## config.mk

```make
export PLATFORM = sky130hd
export DESIGN_NAME = vending_machine
export DESIGN_NICKNAME = d
export VERILOG_FILES = /design/src/rtl/vending_machine.sv
export SDC_FILE = /design/constraint.sdc
export NUM_CORES = 1
export LEC_CHECK = 0
export CAP_MARGIN = 20
export CELL_PAD_IN_SITES_DETAIL_PLACEMENT = 1
export CELL_PAD_IN_SITES_GLOBAL_PLACEMENT = 2
export CORE_ASPECT_RATIO = 0.9
export CORE_MARGIN = 1
export CORE_UTILIZATION = 35
export CTS_CLUSTER_DIAMETER = 80
export CTS_CLUSTER_SIZE = 40
export DETAILED_ROUTE_END_ITERATION = 8
export PLACE_DENSITY = 0.79
export SLEW_MARGIN = 20
export SYNTH_ARGS = -nofsm -noshare
export SYNTH_HDL_FRONTEND = slang
export SYNTH_SLANG_ARGS = --single-unit
```

## constraint.sdc

```tcl
create_clock -name clk -period 2.9 [get_ports clk]
set_input_delay 0.58 -clock clk [delete_from_list [all_inputs] [get_ports clk]]
set_output_delay 0.58 -clock clk [all_outputs]
set_load 0.005 [all_outputs]
```

## src/rtl/vending_machine.sv

```systemverilog
// vending_machine: five-item vending controller.
// A request (item selection + money) is captured in IDLE, resolved in EVAL,
// and its result is held in HOLD until the request inputs change. Holding a
// request steady therefore vends it only once.
//
// Handshake: there is no valid/ready pair. A request is "valid" whenever the
// selection is nonzero in IDLE. It is consumed on that edge. The block is
// "ready" for the next request only after {selection, money} differs from the
// captured request, which returns it to IDLE.
module vending_machine (
  input  logic       clk,
  input  logic       rst,
  input  logic       cold_drink_i,
  input  logic       dairymilk_i,
  input  logic       biscuits_i,
  input  logic       redbull_i,
  input  logic       chocolated_i,
  input  logic [8:0] money_i,
  output logic       cold_drink_o,
  output logic       dairymilk_o,
  output logic       biscuits_o,
  output logic       redbull_o,
  output logic       chocolate_o,
  output logic       insufficient_money_o,
  output logic       money_invalid_o,
  output logic [8:0] return_change_o
);

  // Fixed item prices
  localparam logic [8:0] PRICE_COLD_DRINK = 9'd25;
  localparam logic [8:0] PRICE_DAIRYMILK  = 9'd20;
  localparam logic [8:0] PRICE_BISCUITS   = 9'd10;
  localparam logic [8:0] PRICE_REDBULL    = 9'd50;
  localparam logic [8:0] PRICE_CHOCOLATE  = 9'd30;
  localparam logic [8:0] MONEY_MAX        = 9'd500;

  // State is kept in a named register so checkers can bind to it directly.
  typedef enum logic [1:0] {
    IDLE = 2'd0,
    EVAL = 2'd1,
    HOLD = 2'd2
  } state_t;

  state_t     state;
  logic [4:0] sel;
  logic [4:0] cap_sel;
  logic [8:0] cap_money;
  logic [8:0] cap_total;
  logic [8:0] req_total;
  logic       money_bad;
  logic       req_changed;

  // Bit order: {cold drink, dairymilk, biscuits, redbull, chocolate}
  assign sel = {cold_drink_i, dairymilk_i, biscuits_i, redbull_i, chocolated_i};

  // Price total of the live selection. The maximum is 135, so 9 bits cannot overflow.
  always_comb begin
    req_total = 9'd0;
    if (sel[4]) req_total = req_total + PRICE_COLD_DRINK;
    if (sel[3]) req_total = req_total + PRICE_DAIRYMILK;
    if (sel[2]) req_total = req_total + PRICE_BISCUITS;
    if (sel[1]) req_total = req_total + PRICE_REDBULL;
    if (sel[0]) req_total = req_total + PRICE_CHOCOLATE;
  end

  // Captured-money validity and detection of a changed request while held
  always_comb begin
    money_bad   = (cap_money == 9'd0) || ((cap_money % 9'd5) != 9'd0) ||
                  (cap_money > MONEY_MAX);
    req_changed = ({sel, money_i} != {cap_sel, cap_money});
  end

  // Controller FSM with registered outputs
  always_ff @(posedge clk or posedge rst) begin
    if (rst) begin
      state                <= IDLE;
      cap_sel              <= 5'd0;
      cap_money            <= 9'd0;
      cap_total            <= 9'd0;
      cold_drink_o         <= 1'b0;
      dairymilk_o          <= 1'b0;
      biscuits_o           <= 1'b0;
      redbull_o            <= 1'b0;
      chocolate_o          <= 1'b0;
      insufficient_money_o <= 1'b0;
      money_invalid_o      <= 1'b0;
      return_change_o      <= 9'd0;
    end else begin
      case (state)
        IDLE: begin
          if (sel != 5'd0) begin
            cap_sel   <= sel;
            cap_money <= money_i;
            cap_total <= req_total;
            state     <= EVAL;
          end
        end
        EVAL: begin
          // Priority: invalid money, then insufficient money, then vend.
          if (money_bad) begin
            money_invalid_o <= 1'b1;
            return_change_o <= cap_money;
          end else if (cap_money < cap_total) begin
            insufficient_money_o <= 1'b1;
            return_change_o      <= cap_money;
          end else begin
            cold_drink_o    <= cap_sel[4];
            dairymilk_o     <= cap_sel[3];
            biscuits_o      <= cap_sel[2];
            redbull_o       <= cap_sel[1];
            chocolate_o     <= cap_sel[0];
            return_change_o <= cap_money - cap_total;
          end
          state <= HOLD;
        end
        HOLD: begin
          if (req_changed) begin
            cold_drink_o         <= 1'b0;
            dairymilk_o          <= 1'b0;
            biscuits_o           <= 1'b0;
            redbull_o            <= 1'b0;
            chocolate_o          <= 1'b0;
            insufficient_money_o <= 1'b0;
            money_invalid_o      <= 1'b0;
            return_change_o      <= 9'd0;
            state                <= IDLE;
          end
        end
        default: state <= IDLE;
      endcase
    end
  end

endmodule

```

* Word-level counts from Yosys, hierarchy flattened
Cells that the tools add are included.
Widths: inputs -> output; s select.
** Storage, ports and cells
- Register bits :: 41
- Input bits :: 16
- Output and inout bits :: 16
- Logic and storage cells :: 75
** Cells by class
- $add $sub $neg :: 5
- Divide/modulo/power cells :: 1
- $lt $le $gt $ge :: 2
- Eq/ne operators :: 9
- Multiplexer cells :: 33
- Reductions and logical operators :: 13
** Operators by type and width (number)
- $mux 9 :: 7
- $add 9x5->9 const B :: 2
- $pmux 9 s2 :: 1
- $mux 1 :: 14
- $ne 14x14->1 :: 1
- $pmux 1 s2 :: 7
- $ne 2x2->1 const B :: 6
- $add 9x4->9 const B :: 1
- $add 9x6->9 const B :: 1
- $gt 9x9->1 const B :: 1
- $logic_not 9->1 :: 1
- $lt 9x9->1 :: 1
- $mod 9x3->9 const B :: 1
- $reduce_bool 9->1 :: 1
- $sub 9x9->9 :: 1
- $reduce_and 4->1 :: 2
- $pmux 2 s3 :: 1
- $reduce_and 2->1 :: 3
- $mux 5 :: 1
- $reduce_bool 5->1 :: 1
- $mux 2 :: 2
- $reduce_and 3->1 :: 1
- $eq 2x1->1 const B :: 1
- $eq 2x2->1 const B :: 1
- 3 further kinds :: 4

* Longest topological paths before layout
- Depth in word-level cells :: 9
- Mapped depth :: 13
- Depth with buffers taken out :: 12

* Worst setup path after synthesis
No wires, ideal clock.
- Path kind :: reg-to-reg
- Start :: reg cap_money[5]
- End :: reg return_change_o[1]
- Setup time :: 92 ps
- Data arrival time :: 2624 ps
- Slack :: 184 ps
- Cell stages (with the launch flop) :: 12
- Period minus slack after synthesis :: 2716 ps
- Cell sequence :: dfrtp_1 > nor2b_1 > buf_2 > or3_1 > a32o_1 > and2_1 > mux2i_1 > a311o_1 > mux2_4 > buf_6 > and3_1 > o31ai_2
** On the way
- Longest elaborated chain between the ends :: 6
- Elaborated cells on any way between the ends :: 13
- Classes of those cells :: 1 x div; 2 x order compare; 2 x eq/ne; 3 x mux; 5 x reduce/logical
** RTL lines
- start, declared :: RTL line 47 : logic [8:0] cap_money;
- start signal, assigned :: RTL line 93 : cap_money <= money_i;
- $mod 9x3->9 :: RTL line 68 : money_bad = (cap_money == 9'd0) || ((cap_money % 9'd5) != 9'd0) ||
- $reduce_bool 9->1 :: RTL line 68
- $logic_or 1x1->1 (2 in series) :: RTL line 68
- $mux 9 :: RTL line 100 : if (money_bad) begin
- $pmux 9 s2 :: RTL line 89 : case (state)
- end signal, assigned :: RTL line 102 : return_change_o <= cap_money;
- end signal, assigned :: RTL line 105 : return_change_o <= cap_money;
- end signal, assigned :: RTL line 112 : return_change_o <= cap_money - cap_total;
- end, declared :: RTL line 26 : output logic [8:0] return_change_o
Several ways; a longest one is shown, not always the timed one.
A chain may end at the register's enable or synchronous reset.

* Final worst setup path
- Start :: reg cap_money[4]
- End :: reg return_change_o[1]
The elaborated chain is that of the path after synthesis.

==> flow_summary_export.csv <==
group,metric,value,unit
yosys,syn_area,3274,um^2
sta,finalSetupViolCount,0,
floorplan,initial_core_util,36.05,%
clock_network,cts.sinks,40,
yosys,syn_area_per_cell,8.640,um^2
power_and_ir_drop,switching_share,44.64,%
floorplan,io_pins,32,
status,status,"finished clean",
yosys,synth-edff-count,0,
global_route,grt_overflow,0,
sta,rsz0062_at_grt,"yes",
yosys,ys_seq_area_share,30.57,%
sta,hold_violations,0,
yosys,syn_nets,410,
floorplan,die_area,9747,um^2
yosys,synth_top_area_cell,"dfrtp_1",
yosys,ys_warn_count,0,
yosys,yosysTopAreaCellShare,30.57,%
detailed_routing,drt-initial-drc-count,122,
clock_network,ctsHoldBuffers,0,
setup_path,critical_path_class,"flip-flop to flip-flop",
power_and_ir_drop,seq_power_share,17.6,%
job,drv_cap,0,
setup_path,startpoint_type,"flip-flop",
sta,period_needed,2.846,ns
sta,tightest_slew,0.5519,ns
clock_network,cts_made_buffers,5,
detailed_routing,vias,3059,
setup_path,path_cells,"nand2_1 > or3_1 > a32o_2 > and2_4 > mux2i_1 > a311o_1 > mux2_4 > buf_6 > and3_1 > o31ai_2",
clock_network,cts_root_buf,"clkbuf_8",
detailed_routing,firstDrtPassIters,4,
yosys,synth_cell_type_count,74,
detailed_routing,drtAntennaViolNets,0,
power_and_ir_drop,clkPwrFrac,8.1,%
setup_path,cpMaxStageDelayCell,"dfrtp_2",
detailed_routing,routed_wirelength,9843,um
sta,fmax,351.4,MHz
place,place_hpwl,7495,um
clock_network,clockBufferDepth,2,
setup_path,critical_path_required,3.12,ns
detailed_routing,drc,0,
power_and_ir_drop,powerDensity,1378,nW/um^2
place,port_buffers,31,
place,place.gp.congestion,0.8134,
setup_path,setup.worst_path.end_class,"flip-flop",
setup_path,crit_fanout,9,
finish,multi_input_area,2163,um^2
clock_network,insertion_delay,0.30,ns
place,post-place-ws,-0.1368,ns
floorplan,die_w,104.0,um
finish,regArea,1006,um^2
power_and_ir_drop,ir_drop,0.4765,mV
detailed_routing,viasPerCell,5.247,
clock_network,htreeDepth,2,
detailed_routing,wire_per_inst,16.88,um
sta,final.hold.worst_slack,0.5014,ns
global_route,grt_usage,20.76,%
setup_path,cp.arrival,3.06,ns
hold_path,min_path_type,"flip-flop to flip-flop",
finish,antenna_cells,0,
finish,fin_nets,491,
sta,fin_skew,0.01027,ns
yosys,ys_ff_latch,40,
clock_network,clk_pin_slew,0.09,ns
sta,slew_headroom,63.20,%
sta,fin_crit_sh,98.13,%
sta,maxSlewViolCount,0,
finish,area_growth_syn_to_layout,35.35,%
finish,final_layout_size_suffix_gt1_share,25.60,%
global_route,grt_pass1_wl,15970,um
floorplan,rows,33,
yosys,synthArstFlopShare,100.0,%
clock_network,cts_tree,"yes",
setup_path,crit_path_max_incr_delay,0.48,ns
global_route,grt_pass1_vias,3011,
yosys,synth.top_cells.by_area,"dfrtp_1 31%, xnor2_1 7.0%, ha_1 5.3%",
floorplan,die_height,93.76,um
yosys,netlist_instances,379,
power_and_ir_drop,power.leakage,1.956,nW
sta,worst_slack,0.05435,ns
power_and_ir_drop,combPwrFrac,74.3,%
power_and_ir_drop,p_int,3.381,mW
finish,fill_cells,1068,
global_route,antenna_found_initial,0,
yosys,synthFlopType,"dfrtp_1",
floorplan,coreArea,9084,um^2
power_and_ir_drop,power.net_switching,2.726,mW
global_route,grt_start_max_net_pins,41,
==> cell families after synthesis <==
logic type	count (synthesis)	share of synthesized area, %
AO/OA/AOI/OAI	110	23.73
XOR/XNOR	32	8.559
adder cells (fa/ha/maj)	15	5.961
buffers and inverters	48	6.954
flip-flops	40	30.57
multiplexers	19	6.190
AND/OR/NAND/NOR	115	18.04
==> final cells by class <==
cell class                      instances  area share [%]
Timing Repair Buffer                   99           20.36
Sequential cell                        40           22.70
Inverter                               23           1.948
Clock buffer                            6           1.863
Clock inverter                          2          0.8752
Tap cell                              122           3.444
Multi-Input combinational cell        291           48.81
==> timing repair <==
| item | 4_1_cts | 5_1_grt |
|---|---|---|
| gates resized for setup | 12 | 21 |
| pin swaps | 4 | 8 |
| setup endpoints to repair | 6 | 16 |
| setup buffers | 3 | 9 |
==> worst max-delay path, delay by kind of cell (launching register included) <==
| family | cells | cell delay (ns) |
|---|---|---|
| buffers and inverters | 1 | 0.14 |
| AO/OA/AOI/OAI | 3 | 0.86 |
| flip-flops | 1 | 0.48 |
| AND/OR/NAND/NOR | 4 | 0.81 |
| multiplexers | 2 | 0.47 |
==> worst paths after layout <==
kind | start | end | slack [ns] | depth (start not counted)
max | cap_money[4] | return_change_o[1] | 0.05 | 10
min | return_change_o[1] | return_change_o[1] | 0.50 | 2
max reg2reg | cap_money[4] | return_change_o[1] | 0.05 | 10
min reg2reg | return_change_o[1] | return_change_o[1] | 0.50 | 2
max in group asynchronous | rst | cap_money[8] | 1.75 | 3
min in group asynchronous | rst | money_invalid_o | 0.73 | 3
==> per-layer routing <==
| layer | wire, um | share of wire (%) | GRT usage [%] |
|---|---|---|---|
| met1 | 5075 | 52 | 29.06 |
| met2 | 4546 | 46 | 34.50 |
| met3 | 169 | 1.7 | 3.259 |
| met4 | 51 | 0.52 | 2.857 |
| met5 | 0 | 0 | 0 |
==> flip-flops by register name, indices dropped and copies added (netlist names) <==
register              cells
cap_money                 9
cap_total                 9
return_change_o           9
cap_sel                   4
state                     2
biscuits_o                1
chocolate_o               1
cold_drink_o              1
dairymilk_o               1
insufficient_money_o      1
money_invalid_o           1
redbull_o                 1
==> power by group through the flow <==
stage               Sequential [mW]  Combinational, mW  Clock, mW
finish                         1.08               4.53      0.496
global route                   1.11               4.93      0.531
CTS                            1.07               4.21      0.510
detailed placement             1.07               4.06          0
global placement               1.05               3.94          0
floorplan                     0.986               2.67          0
==> Yosys cell counts (7+ instances only) <==
master and count:
mux2i_1 12, clkbuf_1 10, inv_1 22, o21ai_0 24, nor2b_1 7, o21ai_1 11, nand3_1 9, buf_4 7
a21oi_1 17, nor2_1 16, a22oi_1 8, xnor2_1 26, dfrtp_1 40, nand2_1 44, ha_1 14
==> layout by cell type (no fill, tap or decap), types with 3 or more instances in the layout <==
cell	netlist	layout
xnor2_1	26	25
and2_1	5	4
xor2_1	6	6
clkdlybuf4s50_1	0	31
mux2i_1	12	11
buf_12	0	5
nand4_1	4	4
nand2_1	44	44
inv_1	22	21
dfrtp_1	40	36
nand3_1	9	8
o21ai_0	24	22
nor3_1	4	3
o21ai_1	11	12
a22oi_1	8	7
clkbuf_8	0	6
a21o_1	4	4
and3_1	3	3
nand2b_1	6	4
a21oi_1	17	17
nor2b_1	7	5
a41o_1	6	6
buf_6	2	5
nor2_1	16	16
mux2_2	6	6
dfrtp_2	0	4
buf_4	7	58
ha_1	14	14
==> through the flow <==
stage / cells / power (mW) / utilization [%] / TNS, ns / cell area [um^2]
finish: 583 / 6.106 / 48.79 / 0 / 4432
floorplan: 379 / 3.660 / - / 0 / 3274
CTS: 574 / 5.790 / 47.00 / 0 / 4269
detailed placement: 563 / 5.130 / 44.96 / -0.3442 / 4084
global route: 583 / 6.574 / 48.79 / -0.05285 / 4432
global placement: 563 / 4.998 / 44.96 / -0.005148 / 4084
Note: power is estimated with default switching activity, not from simulation.
